### config.mk
export PLATFORM = sky130hd
export DESIGN_NAME = md5_hit_collector
export DESIGN_NICKNAME = d
export VERILOG_FILES = /design/src/rtl/md5_hit_collector.sv
export SDC_FILE = /design/constraint.sdc
export NUM_CORES = 1
export LEC_CHECK = 0
export ABC_CLOCK_PERIOD_IN_PS = 3800
export CAP_MARGIN = 40
export CORE_MARGIN = 3
export CORE_UTILIZATION = 35
export DETAILED_ROUTE_END_ITERATION = 8
export PLACE_DENSITY_LB_ADDON = 0.12
export SLEW_MARGIN = 10
export SYNTH_ARGS = -nofsm -noshare
export SYNTH_HDL_FRONTEND = slang
export SYNTH_SLANG_ARGS = --single-unit
### constraint.sdc
create_clock -name CLK -period 3.8 [get_ports CLK]
set_input_delay 0.38 -clock CLK [delete_from_list [all_inputs] [get_ports CLK]]
set_output_delay 0.38 -clock CLK [all_outputs]
set_load 0.01 [all_outputs]
### src/rtl/md5_hit_collector.sv
// Hit collector: re-associates MD5 pipeline hits with issued candidates,
// buffers matches in a FWFT FIFO and tracks end-of-search.
module md5_hit_collector #(
  parameter int WIDTH   = 32,
  parameter int LATENCY = 64,
  parameter int DEPTH   = 4
) (
  input  logic             CLK,
  input  logic             reset_n,
  input  logic             clear,
  input  logic             cand_valid,
  input  logic [WIDTH-1:0] cand,
  input  logic             hit,
  input  logic             done_in,
  output logic             out_valid,
  output logic [WIDTH-1:0] out_data,
  input  logic             out_ready,
  output logic             hold,
  output logic [15:0]      hit_count,
  output logic             overflow,
  output logic             spurious,
  output logic             all_done
);

  localparam int AW = $clog2(DEPTH);
  localparam int CW = $clog2(LATENCY + 1);
  localparam logic [AW:0] HOLD_AT = (AW+1)'(DEPTH - 1);

  typedef enum logic [1:0] {
    IDLE,
    RUN,
    DRAIN,
    FINISHED
  } state_t;

  state_t state, state_nxt;
  logic [CW-1:0] dcnt, dcnt_nxt;

  logic [LATENCY-1:0] dl_v;
  logic [WIDTH-1:0]   dl_c [LATENCY];
  logic               rec;
  logic               tap_v;
  logic [WIDTH-1:0]   tap_c;

  logic [WIDTH-1:0] mem [DEPTH];
  logic [AW:0]      wr_ptr, rd_ptr;
  logic [AW:0]      count, count_nxt;
  logic             empty, full;
  logic             push_req, push, pop, drop;

  // Candidates stop entering the delay line once the search is over
  assign rec   = cand_valid & ((state == IDLE) | (state == RUN));
  assign tap_v = dl_v[LATENCY-1];
  assign tap_c = dl_c[LATENCY-1];

  always_ff @(posedge CLK or negedge reset_n) begin
    if (!reset_n) begin
      dl_v <= '0;
    end else if (clear) begin
      dl_v <= '0;
    end else begin
      dl_v[0] <= rec;
      for (int i = 1; i < LATENCY; i++)
        dl_v[i] <= dl_v[i-1];
    end
  end

  always_ff @(posedge CLK) begin
    dl_c[0] <= cand;
    for (int i = 1; i < LATENCY; i++)
      dl_c[i] <= dl_c[i-1];
  end

  assign empty = (wr_ptr == rd_ptr);
  assign full  = (wr_ptr[AW] != rd_ptr[AW]) &&
                 (wr_ptr[AW-1:0] == rd_ptr[AW-1:0]);
  assign count = wr_ptr - rd_ptr;

  assign pop       = !empty & out_ready;
  assign push_req  = hit & tap_v;
  assign push      = push_req & (!full | pop);
  assign drop      = push_req & full & !pop;
  assign count_nxt = count + (AW+1)'(push) - (AW+1)'(pop);

  assign out_valid = !empty;
  assign out_data  = empty ? '0 : mem[rd_ptr[AW-1:0]];

  always_ff @(posedge CLK) begin
    if (push && !clear)
      mem[wr_ptr[AW-1:0]] <= tap_c;
  end

  always_ff @(posedge CLK or negedge reset_n) begin
    if (!reset_n) begin
      wr_ptr    <= '0;
      rd_ptr    <= '0;
      hit_count <= '0;
      overflow  <= 1'b0;
      spurious  <= 1'b0;
      hold      <= 1'b0;
      all_done  <= 1'b0;
    end else if (clear) begin
      wr_ptr    <= '0;
      rd_ptr    <= '0;
      hit_count <= '0;
      overflow  <= 1'b0;
      spurious  <= 1'b0;
      hold      <= 1'b0;
      all_done  <= 1'b0;
    end else begin
      if (push)
        wr_ptr <= wr_ptr + 1'b1;
      if (pop)
        rd_ptr <= rd_ptr + 1'b1;
      if (push && hit_count != 16'hFFFF)
        hit_count <= hit_count + 16'd1;
      if (drop)
        overflow <= 1'b1;
      if (hit && !tap_v)
        spurious <= 1'b1;
      hold     <= (count_nxt >= HOLD_AT);
      all_done <= (state_nxt == FINISHED) &&
                  (count_nxt == '0);
    end
  end

  always_ff @(posedge CLK or negedge reset_n) begin
    if (!reset_n) begin
      state <= IDLE;
      dcnt  <= '0;
    end else begin
      state <= state_nxt;
      dcnt  <= dcnt_nxt;
    end
  end

  always_comb begin
    state_nxt = state;
    dcnt_nxt  = dcnt;
    if (clear) begin
      state_nxt = IDLE;
      dcnt_nxt  = '0;
    end else begin
      case (state)
        IDLE: begin
          if (done_in) begin
            state_nxt = DRAIN;
            dcnt_nxt  = CW'(LATENCY);
          end else if (cand_valid) begin
            state_nxt = RUN;
          end
        end
        RUN: begin
          if (done_in) begin
            state_nxt = DRAIN;
            dcnt_nxt  = CW'(LATENCY);
          end
        end
        DRAIN: begin
          dcnt_nxt = dcnt - CW'(1);
          if (dcnt == CW'(1))
            state_nxt = FINISHED;
        end
        FINISHED: ;
        default: state_nxt = IDLE;
      endcase
    end
  end

endmodule

; Word level (Yosys, flattened, before mapping)
; Memory sizes are Yosys's and may differ from the RTL's.
; Index checks and enable logic that the tools add are counted.
[classes]
add_sub_neg = 7
magnitude_cmp = 1
eq_ne = 9
muxes = 25
bitwise_logic = 8
reduce_logical = 20
[op_table]
columns = operator, count
row1 = 64-bit two-way mux, 1
row2 = 16-bit two-way mux, 2
row3 = 32-bit two-way mux, 1
row4 = "16-bit by 1-bit adder with 16-bit output, second input constant", 1
row5 = "16-bit inequality test, second input constant", 1
row6 = 7-bit two-way mux, 2
row7 = 7-bit case mux with 2 select lines, 1
row8 = 3-bit two-way mux, 4
row9 = 2-bit two-way mux, 5
row10 = 2-bit nonzero test, 5
row11 = 1-bit two-way mux, 8
row12 = "7-bit by 1-bit == test with 1-bit output, second input constant", 1
row13 = "7-bit by 1-bit subtractor with 7-bit output, second input constant", 1
row14 = "3-bit by 1-bit adder with 3-bit output, second input constant", 2
row15 = 1-bit bitwise AND, 6
row16 = 2-bit case mux with 3 select lines, 1
row17 = 1-bit logical AND, 5
row18 = 1-bit zero test, 5
row19 = "2-bit == test, second input constant", 2
row20 = 3-bit by 1-bit adder with 3-bit output, 1
row21 = 3-bit == test, 1
row22 = "3-bit by 2-bit >= comparator with 1-bit output, second input constant", 1
row23 = 3-bit zero test, 1
row24 = "3-bit by 1-bit inequality test with 1-bit output, second input constant", 1
row25 = other kinds (10), 11
[totals]
regBits = 99
ramBits = 2176
input_bits = 39
output_inout_bits = 53
elab_cells = 82
n_memories = 2
[mem_list]
columns = name, depth, width, rd, rd_ports_with_merged_regs, wr, line
row1 = dl_c, 64, 32, 64, 0, 64, 40  ; logic [WIDTH-1:0] dl_c [LATENCY];
row2 = mem, 4, 32, 1, 0, 1, 45  ; logic [WIDTH-1:0] mem [DEPTH];

; Logic depth before layout (Yosys ltp)
[depth]
ltp_word = 10
depth_mapped = 11
mapped_depth_nobuf = 10

; Worst setup path after synthesis
; Ideal clock, no wire load.
[synth_path]
path_type = reg-to-reg
from = register rd_ptr[1]
to = memory mem[3][0], enable pin
setup_time_ns = 0.461
arrival_time_ns = 3.483
t_required_ns = 3.339
slack_ns = -0.144
path_stages_with_launch = 7
path_buffers = 3
period_less_slack_ns = 3.944
cell_sequence = dfrtp_1 buf_2 xor2_2 o41ai_4 buf_4 buf_6 nor3_1
[synth_between]
elab_chain_len = 8
word_cells_on_any_way = 11
cone_classes = eq/ne: 2 / mux: 2 / bitwise: 3 / reduce/logical: 4
[synth_rtl]
columns = element, line
row1 = "start, declared", 46  ; logic [AW:0] wr_ptr, rd_ptr;
row2 = "start signal, assigned", 114  ; rd_ptr <= rd_ptr + 1'b1;
row3 = 3-bit == test or 2-bit == test (tied branches), "74, 76"
row4 = 1-bit zero test or 1-bit logical AND (tied branches), "79, 75"
row5 = 1-bit bitwise AND or 1-bit zero test (tied branches), "79, 81"
row6 = 1-bit OR (*), 81  ; assign push = push_req & (!full | pop);
row7 = 1-bit bitwise AND (*), 81
row8 = 1-bit logical AND (*), 89  ; if (push && !clear)
row9 = 1-bit two-way mux (*), 89
row10 = 1-bit two-way mux (not written as such) (*), 90  ; mem[wr_ptr[AW-1:0]] <= tap_c;
row11 = "end, declared", 45
; Mark *: on every way between the ends. The rest lies on a longest branch, timed or not.

; Final worst setup path
[layout_path]
from = register rd_ptr[0]
to = output port out_data[18]
[layout_between]
elab_chain_len = 2
word_cells_on_any_way = 3
cone_classes = eq/ne: 1 / mux: 1 / memory: 1
[layout_rtl]
columns = element, line
row1 = memory read 4 x 32 bit or 3-bit == test (tied branches), -
row2 = 32-bit two-way mux (*), 86  ; assign out_data = empty ? '0 : mem[rd_ptr[AW-1:0]];
row3 = "end, declared", 16  ; output logic [WIDTH-1:0] out_data,
; Marks and branches as above.

==> flow_summary.toml <==
[sta]
setup_violations = 0
tightest_slew_ns = 0.794
max_slew_margin_pct = 47.1
rsz0062_at_grt = "false"
slew_violations = 0
period_share_pct = 86.4
tns_ns = 0
finalHoldViolCount = 0
post-route-min-period_ns = 3.28
fmax_mhz = 305
skew_ns = 0.0298

[die]
fp-row-count = 138
die_area_um2 = 148000
pin_count = 92
core_um2 = 142000
die_h_um = 384
start_util_pct = 35.3
die_w_um = 384

[drt]
routedWlPerCell_um = 9.15
dr_total_vias = 18328
ant_nets = 0
drt-initial-drc-count = 790
vias_per_cell = 3.66
firstDrtPassIters = 4
finalWirelength_um = 45800
route.detailed.drc = 0

[critical_path]
path_max_fanout = 34
cp-startpoint = "rd_ptr[0]"
worst-path-stages = 4
crit_family = "buffers and inverters"
path_class = "reg -> out"
ff2ff_path_depth = 10
rrSetupSlack_ns = 0.81
cp-start-kind = "register"
path_buf_inv = 2
max_stage_delay_ns = 0.58
r2r-start = "wr_ptr[1]"
cp_data_arrival_time_ns = 2.90
worstPathRequired_ns = 3.42
cp-endpoint = "out_data[18]"
path_cells = "buf_4, mux4_2, nor2b_1, clkdlybuf4s50_1"
end_kind = "primary output"
r2r_end = "all_done"
slowest_stage = "mux4_2"

[synthesis]
syn-cell-area_um2 = 50000
synthCells = 2617
synth_ff_type = "dfxtp_1"
yosys-top-cells-area = "dfxtp_1 (82%), edfxtp_1 (7.7%), dfrtp_1 (5.0%), mux4_2 (1.4%), nor2b_1 (1.3%)"
yosysTopAreaCell = "dfxtp_1"
async_reset_ff_share_pct = 4.35
yosysWarnings = 0
synth-edff-count = 128
synth_nets = 2668
synth_seq_area_share_pct = 94.6
ys_types = 51
ys_ff_latch = 2275
syn_avg_cell_area_um2 = 19.1
synth_top_area_share_pct = 81.9

[flow_run]
maxCapViolCount = 0

[power_and_ir_drop]
vdd_ir_drop_max_v = 0.000368
leakagePower_nw = 24.2
p_per_area_nw_per_um2 = 753

[place]
place_inst = 4584
hpwl_um = 21600
routabilityCongestion = 0.691
portBuffers = 91

[cts]
cts_sinks = 2275
path_clk_slew_ns = 0.06
cts_max_path_buffers = 3
cts_tree = "done"
numCtsBuffers = 211
clk-insertion-delay-late_ns = 0.77
clock_tree.root_cell = "clkbuf_16"
htree_levels = 4

[grt]
antenna_found_initial = 0
grt_pass1_vias = 17905
grt_usage_pct = 6.40
grt.overflow.total = 0
grt_max_degree = 60
grt_pass1_wl_um = 79200

[layout]
area_growth_pct = 21.3
drive_gt1_share_pct = 12.6
antenna_cells = 0
nNetsFinal = 2991
utilization_pct = 42.8
multi_input_area_um2 = 2560
nFillCells = 12402
ff_latch_area_um2 = 47300
fin_cells = 5008
final_common_cell = "dfxtp_1"
layout_common_cells = "dfxtp_1 (2048), clkbuf_16 (215), edfxtp_1 (128)"

[status]
status = "finished clean"

[worst_hold_path]
hold_class = "in -> reg"
-- how the worst min path moves through the flow --
stage | from | endpoint | depth (start not counted)
floorplan | reset_n | all_done | 0
global placement | dl_c[1][551] | dl_c[1][583] | 0
detailed placement | dl_c[0][969] | dl_c[0][1001] | 0
CTS | cand[26] | dl_c[0][26] | 1
global route | cand[26] | dl_c[0][26] | 1
finish | cand[26] | dl_c[0][26] | 1
-- flip-flops by register name, indices dropped and copies added, names as in the netlist, 2 cells and up --
signal and flops:
dl_v 64, state 2, mem 128, dcnt 7, wr_ptr 3, hit_count 16, dl_c 2048, rd_ptr 3
-- layout make-up --
| type | instances | share of cell area, % |
|---|---|---|
| Sequential cell | 2275 | 78.0 |
| Clock inverter | 72 | 1.29 |
| Clock buffer | 319 | 10.3 |
| Multi-Input combinational cell | 298 | 4.22 |
| Tap cell | 1890 | 3.90 |
| Timing Repair Buffer | 136 | 2.23 |
| Inverter | 18 | 0.111 |
-- what timing repair did --
action / 4_1_cts / 5_1_grt
buffers inserted: 0 / 0
endpoints found under the hold margin: 92 / 0
hold buffers: 33 / 0
resized for setup: 0 / 0
-- per-layer routing --
layer,vias to the layer above,wire [µm],share of wire (%),global-route usage [%]
li1,9074,-,-,-
met4,0,2090,4.6,4.53
met3,176,3450,7.5,2.94
met5,-,0,0,0
met1,8716,20000,44,6.95
met2,362,20300,44,9.89
-- cells in the mapped netlist, types with 8 or more instances --
| cell | count |
|---|---|
| dfxtp_1 | 2048 |
| edfxtp_1 | 128 |
| nor2b_1 | 107 |
| dfrtp_1 | 99 |
| mux4_2 | 32 |
| nor2_1 | 28 |
| clkbuf_1 | 18 |
| inv_1 | 17 |
| nand2_1 | 13 |
| mux2_1 | 11 |
| a21oi_1 | 10 |
| ha_1 | 10 |
| nand3_1 | 8 |
-- power breakdown --
group          switching (mW)  internal (mW)  total (mW)
Clock                    8.25           12.1        20.4
Combinational          0.0804         0.0883       0.169
Sequential              0.170           25.0        25.1
Total                    8.50           37.2        45.7
-- cell families (layout without fill, tap and decap cells) --
group,count (synthesis),count (layout),synth area share [%]
flip-flops,2275,2275,94.6
AND/OR/NAND/NOR,191,191,2.23
multiplexers,46,46,1.75
buffers and inverters,44,545,0.365
AO/OA/AOI/OAI,36,36,0.525
XOR/XNOR,13,13,0.257
adder cells (fa/ha/maj),12,12,0.330
-- stage by stage --
| step | cell area, µm² | setup WS (ns) | total power [mW] | hold slack (ns) |
|---|---|---|---|---|
| final | 60700 | 0.517 | 45.7 | 0.0861 |
| after global routing | 60700 | 0.263 | 47.7 | 0.00451 |
| after CTS | 60700 | 0.357 | 46.6 | 0.000732 |
| after detailed placement | 53300 | 0.843 | 25.8 | 0.312 |
| after global placement | 53300 | 0.884 | 25.8 | 0.309 |
| after floorplan | 50100 | 0.850 | 25.7 | 0.0844 |
Note: power is estimated with default switching activity, not from simulation.
==> RTL change 1 (config.mk and constraints unchanged) <==
`DEPTH`: 4 -> 8.
--- a/src/rtl/md5_hit_collector.sv
+++ b/src/rtl/md5_hit_collector.sv
@@ -4,5 +4,5 @@
   parameter int WIDTH   = 32,
   parameter int LATENCY = 64,
-  parameter int DEPTH   = 4
+  parameter int DEPTH   = 8
 ) (
   input  logic             CLK,
Check against the original RTL: not settled (the Yosys comparison gave no result); the edit may change what the design does.
==> RTL change 1 against the original RTL <==
  * Sequential cell count increased by 130
  * Design area increased by 9.5%
  * Register-to-register slack got worse by 0.63 ns
  * Hold slack improved by 0.083 ns
  * Setup slack got worse by 0.33 ns
  * Power increased by 7.0%
  * Area after synthesis increased by 9.8%
  * Final cell count increased by 7.5%
  * Routed wire length increased by 35%
  * Core utilization increased by 0.085 points
==> RTL change 1: results (changes against the original RTL) <==
| Metric | Value |
|---|---|
| Worst-path clk slew | 0.06 ns (about the same) |
| Clk buf depth | 3 (unchanged) |
| Pleak | 0.0256 uW (was 0.0242 uW) |
| M3 GR Usage | 0.0280 (was 0.0294) |
| Leading cell types by count after synthesis | dfxtp_1, edfxtp_1, dfrtp_1 (was dfxtp_1, edfxtp_1, nor2b_1) |
| Buffers on Ports | 91 (unchanged) |
| Global-route wire length before repair | 102,000 um (was 79,200 um) |
| Maximum fanout along the worst path | 12 (was 34) |
| Setup Skew | 0.0381 ns (was 0.0298 ns) |
| Pre-CTS setup slack | 0.254 ns (was 0.843 ns) |
| Via count | 20,500 (was 18,300) |
| Number of diodes | 0 (unchanged) |
| Share of cells above drive strength 1 | 0.143 (was 0.126) |
| Grt met1 use | 0.0904 (was 0.0695) |
| Clk_lat worst skew | 0.79 ns (was 0.77 ns) |
| Max reg flops | 2,048 (unchanged) |
| Post-synthesis sequential area ratio | 0.932 (was 0.946) |
| Post-synth EDFFs | 256 (was 128) |
| Max incr delay on CP | 0.43 ns (was 0.58 ns) |
| FF-to-FF Start | wr_ptr[2]$_DFFE_PN0P_ (was wr_ptr[1]$_DFFE_PN0P_) |
| Crit path arrival time | 4.35 ns (was 2.90 ns) |
| Status | complete, no violations (unchanged) |
| Wire per inst | 11.5 um (was 9.15 um) |
| Cells on worst reg2reg path | 14 (was 10) |
| GRT Total Usage | 0.0777 (was 0.0640) |
| Logic pwr share | 0.003 |
| Critical path's top delay family | adder cells (was buffers and inverters) |
| Met2 Track Usage GR | 0.123 (was 0.0989) |
| Power Sequential | 26,700 uW (was 25,100 uW) |
| Worst reg2reg endpoint | all_done$_DFF_PN0_ (unchanged) |
| Filler cells | 13,600 (was 12,400) |
| Root buf cell | clkbuf_16 (unchanged) |
| Drt first pass iters | 6 (was 4) |
| H-tree levels | 4 (unchanged) |
| Nets | 3,205 (was 2,991) |
| Most flop-heavy register | dl_c (unchanged) |
| Initial antenna violation count | 0 (unchanged) |
| Number of distinct library cells after synthesis | 48 (was 51) |
| Final hold slack | 0.169 ns (was 0.0861 ns) |
| Sw Pwr | 9110 uW (was 8500 uW) |
| Async S/R FF share, synth | 0.0420 (was 0.0435) |
| Synth area leaders | dfxtp_1, edfxtp_1, dfrtp_1 (unchanged) |
| Syn Nets | 2,874 (was 2,668) |
| GPL Wtd Cong | 0.675 (was 0.691) |
| Maximum vdd drop | 0.453 mV (was 0.368 mV) |
| Number of DRC markers in iteration 0 | 852 (was 790) |
| Worst slew pin tran | 0.764 ns (was 0.794 ns) |
| Dpl hpwl | 29,300 um (was 21,600 um) |
| Most used DFF post-synth | dfxtp_1 (unchanged) |
| Clock buffer count from CTS | 221 (was 211) |
| R2r setup slk | 0.18 ns (was 0.81 ns) |
| Final Max Tran Viols | 0 (unchanged) |
| Worst min path class | in2async (was in2reg) |
| Yosys warning count | 0 (unchanged) |
| Slowest CP cell | and4b_4 (was mux4_2) |
| Largest net degree at the start of global routing | 59 (was 60) |
[RTL change 1: changes by cell type after synthesis, moves of 4 or more]
cell and delta:
o21ai_0 +4, buf_1 +5, edfxtp_1 +128, mux2_1 -11
mux4_2 +32, nor2_1 +33, o31ai_1 -5, a21o_1 +4
xnor2_1 +9, a211oi_1 -6, mux2i_1 +33, buf_2 +5
nor2b_1 -39
[RTL change 1: worst max-delay path by stage]
| stage | from | end | slack [ns] | cells after the start |
|---|---|---|---|---|
| after floorplan | wr_ptr[2]$_DFFE_PN0P_ | mem[1][0]$_DFFE_PP_ | -1.61 | 7 |
| after global placement | rd_ptr[0]$_DFFE_PN0P_ | out_data[0] | 0.32 | 6 |
| after detailed placement | out_ready | all_done$_DFF_PN0_ | 0.25 | 12 |
| after CTS | rd_ptr[0]$_DFFE_PN0P_ | out_data[0] | 0.02 | 6 |
| after global routing | rd_ptr[0]$_DFFE_PN0P_ | out_data[0] | 0.03 | 6 |
| final | wr_ptr[2]$_DFFE_PN0P_ | all_done$_DFF_PN0_ | 0.18 | 14 |
[RTL change 1: cell type report]
type | instances | area, um^2 | area share
timing repair buffer | 148 | 1490 | 0.0225
tap | 2044 | 2560 | 0.0385
multi-input combinational | 364 | 3540 | 0.0532
sequential | 2405 | 51200 | 0.771
clock buffer | 326 | 6660 | 0.100
clock inverter | 81 | 945 | 0.0142
inverter | 15 | 56.3 | 0.000847
[RTL change 1: per-stage QoR]
stage               utilization  cells  power [uW]  instance area (um^2)
finish                    0.429   5383       48900                 66500
global route              0.429   5383       51000                 66500
CTS                       0.429   5382       49800                 66400
detailed placement        0.377   4941       27400                 58500
global placement          0.377   4940       27300                 58400
floorplan                     -   2824       27200                 55000
[RTL change 1: routing by layer]
layer / vias to the layer above / wire length, um
met3: 209 / 3680
met4: 0 / 2550
met1: 9887 / 27300
met5: - / 0
met2: 441 / 28200
li1: 9952 / -
[RTL change 1: worst register-to-register path: stages, from the launching register on]
cell and delay (ns):
dfrtp_1 0.38, inv_1 0.09, ha_1 0.30, buf_4 0.14
nor2b_1 0.21, and4b_4 0.43, or2_2 0.29, inv_1 0.16
ha_1 0.23, ha_1 0.20, fa_1 0.40, xor2_1 0.21
xnor2_1 0.16, xnor2_1 0.15, and4_1 0.20
[RTL change 1: logic make-up after synthesis]
logic type / count (synthesis) / synth area share
buf+inv: 55 / 0.00455
fa+ha+maj: 11 / 0.00291
compound gates: 30 / 0.00332
simple gates: 202 / 0.0209
mux: 102 / 0.0333
xor+xnor: 19 / 0.00303
flops: 2405 / 0.932
[RTL change 1: repair_timing]
action | in CTS | in global routing
resized for setup | 6 | 2
cloned | 0 | 1
setup buffers | 0 | 0
endpoints found under the hold margin | 94 | 0
hold buffers | 34 | 0
setup endpoints to repair | 31 | 4
==> RTL change 2 (same flow settings) <==
Without the edit above. Make the reset (`reset_n`) synchronous in 3 clocked blocks.
--- a/src/rtl/md5_hit_collector.sv
+++ b/src/rtl/md5_hit_collector.sv
@@ -54,5 +54,5 @@
   assign tap_c = dl_c[LATENCY-1];
 
-  always_ff @(posedge CLK or negedge reset_n) begin
+  always_ff @(posedge CLK) begin
     if (!reset_n) begin
       dl_v <= '0;
@@ -91,5 +91,5 @@
   end
 
-  always_ff @(posedge CLK or negedge reset_n) begin
+  always_ff @(posedge CLK) begin
     if (!reset_n) begin
       wr_ptr    <= '0;
@@ -125,5 +125,5 @@
   end
 
-  always_ff @(posedge CLK or negedge reset_n) begin
+  always_ff @(posedge CLK) begin
     if (!reset_n) begin
       state <= IDLE;
Check against the original RTL: not settled (the Yosys comparison gave no result); the edit may change what the design does.
==> RTL change 2 against the original RTL <==
  * Design area fell by 0.64%
  * Sequential cell count rose by 2
  * Setup slack got worse by 0.12 ns
  * Register-to-register slack got worse by 0.10 ns
  * Critical path depth did not move
  * Area after synthesis fell by 1.3%
  * Power rose by 1.6%
  * Clock skew fell by 0.016 ns
  * Hold slack improved by 0.19 ns
  * Routed wire length rose by 5.0%
==> RTL change 2: results (changes against the original RTL) <==
| Metric | Value |
|---|---|
| Hold Path Depth | 3 (was 1) |
| Sequential power share | 0.541 (was 0.550) |
| Setup Skew | 0.0137 ns (was 0.0298 ns) |
| M3 GR Usage | 0.0289 (was 0.0294) |
| Worst slew pin tran | 0.563 ns (was 0.794 ns) |
| Clock share of power | 0.457 (was 0.446) |
| Syn_area_per_cell | 19.0 um^2 (was 19.1 um^2) |
| Worst hold start | hit (was cand[26]) |
| Number of distinct library cells after synthesis | 43 (was 51) |
| Routed wl met2 | 21,700 um (was 20,300 um) |
| Syn Nets | 2,657 (was 2,668) |
| Global-route wire length before repair | 82,300 um (was 79,200 um) |
| Worst reg2reg endpoint | all_done$_SDFF_PP0_ (was all_done$_DFF_PN0_) |
| Grt met1 use | 0.0736 (was 0.0695) |
| Clock buffer count from CTS | 213 (was 211) |
| Nets | 2,980 (was 2,991) |
| Pleak | 0.0237 uW (was 0.0242 uW) |
| Cell-internal power | 37,800 uW (was 37,200 uW) |
| Drt first pass iters | 5 (was 4) |
| Status | complete, no violations (unchanged) |
| Final hold slack | 0.280 ns (was 0.0861 ns) |
| Dpl hpwl | 23,400 um (was 21,600 um) |
| Number of DRC markers in iteration 0 | 894 (was 790) |
| Share of cells above drive strength 1 | 0.125 (was 0.126) |
| Leading cell types by count after synthesis | dfxtp_1, edfxtp_1, and2_1 (was dfxtp_1, edfxtp_1, nor2b_1) |
| Pre-CTS setup slack | 0.724 ns (was 0.843 ns) |
| Post-synthesis mux area share | 0.0150 (was 0.0175) |
| Hold worst-path end | spurious$_SDFFE_PP0P_ (was dl_c[0][26]$_DFF_P_) |
| Capture point of the critical path | out_data[29] (was out_data[18]) |
| Routed met3 length | 3600 um (was 3450 um) |
| Xor/xnor share of the synthesized area | 0.00284 (was 0.00258) |
| R2r setup slk | 0.71 ns (was 0.81 ns) |
| Crit path arrival time | 3.03 ns (was 2.90 ns) |
| # placed instances | 4,557 (was 4,584) |
| Hold buffers post-CTS | 32 (was 33) |
| GRT Total Usage | 0.0678 (was 0.0640) |
| Maximum fanout along the worst path | 23 (was 34) |
| Met2 Track Usage GR | 0.105 (was 0.0989) |
| Fin cells | 4,985 (was 5,008) |
| Maximum vdd drop | 0.370 mV (was 0.368 mV) |
| Placement Cell Area | 0.0526 mm^2 (was 0.0533 mm^2) |
| Fin crit period | 3.41 ns (was 3.28 ns) |
| Largest net degree at the start of global routing | 69 (was 60) |
RTL change 2: cell count changes after synthesis, sizes merged, moves of 4 or more:
cell / delta
mux2: -11
xnor2: +5
nor2b: -104
and2: +97
a21oi: +6
nand4: +4
dfrtp: -99
inv: -6
dfxtp: +101
nand2: +5
RTL change 2: cell type report:
cell class,count,area [um^2],share of cell area
Clock buffer,316,6270,0.104
Tap cell,1876,2350,0.0389
Timing Repair Buffer,132,1310,0.0217
Inverter,12,45.0,0.000747
Sequential cell,2277,46900,0.777
Clock inverter,80,1070,0.0178
Multi-Input combinational cell,292,2390,0.0397
RTL change 2: cell families (layout without fill, tap and decap cells):
| logic type | Yosys count | count (layout) |
|---|---|---|
| AOI/OAI and AO/OA | 40 | 40 |
| muxes | 34 | 34 |
| and+or+nand+nor | 189 | 189 |
| DFF | 2277 | 2277 |
| adders and majority gates | 13 | 13 |
| buffers and inverters | 36 | 540 |
| xor gates and xnor gates | 16 | 16 |
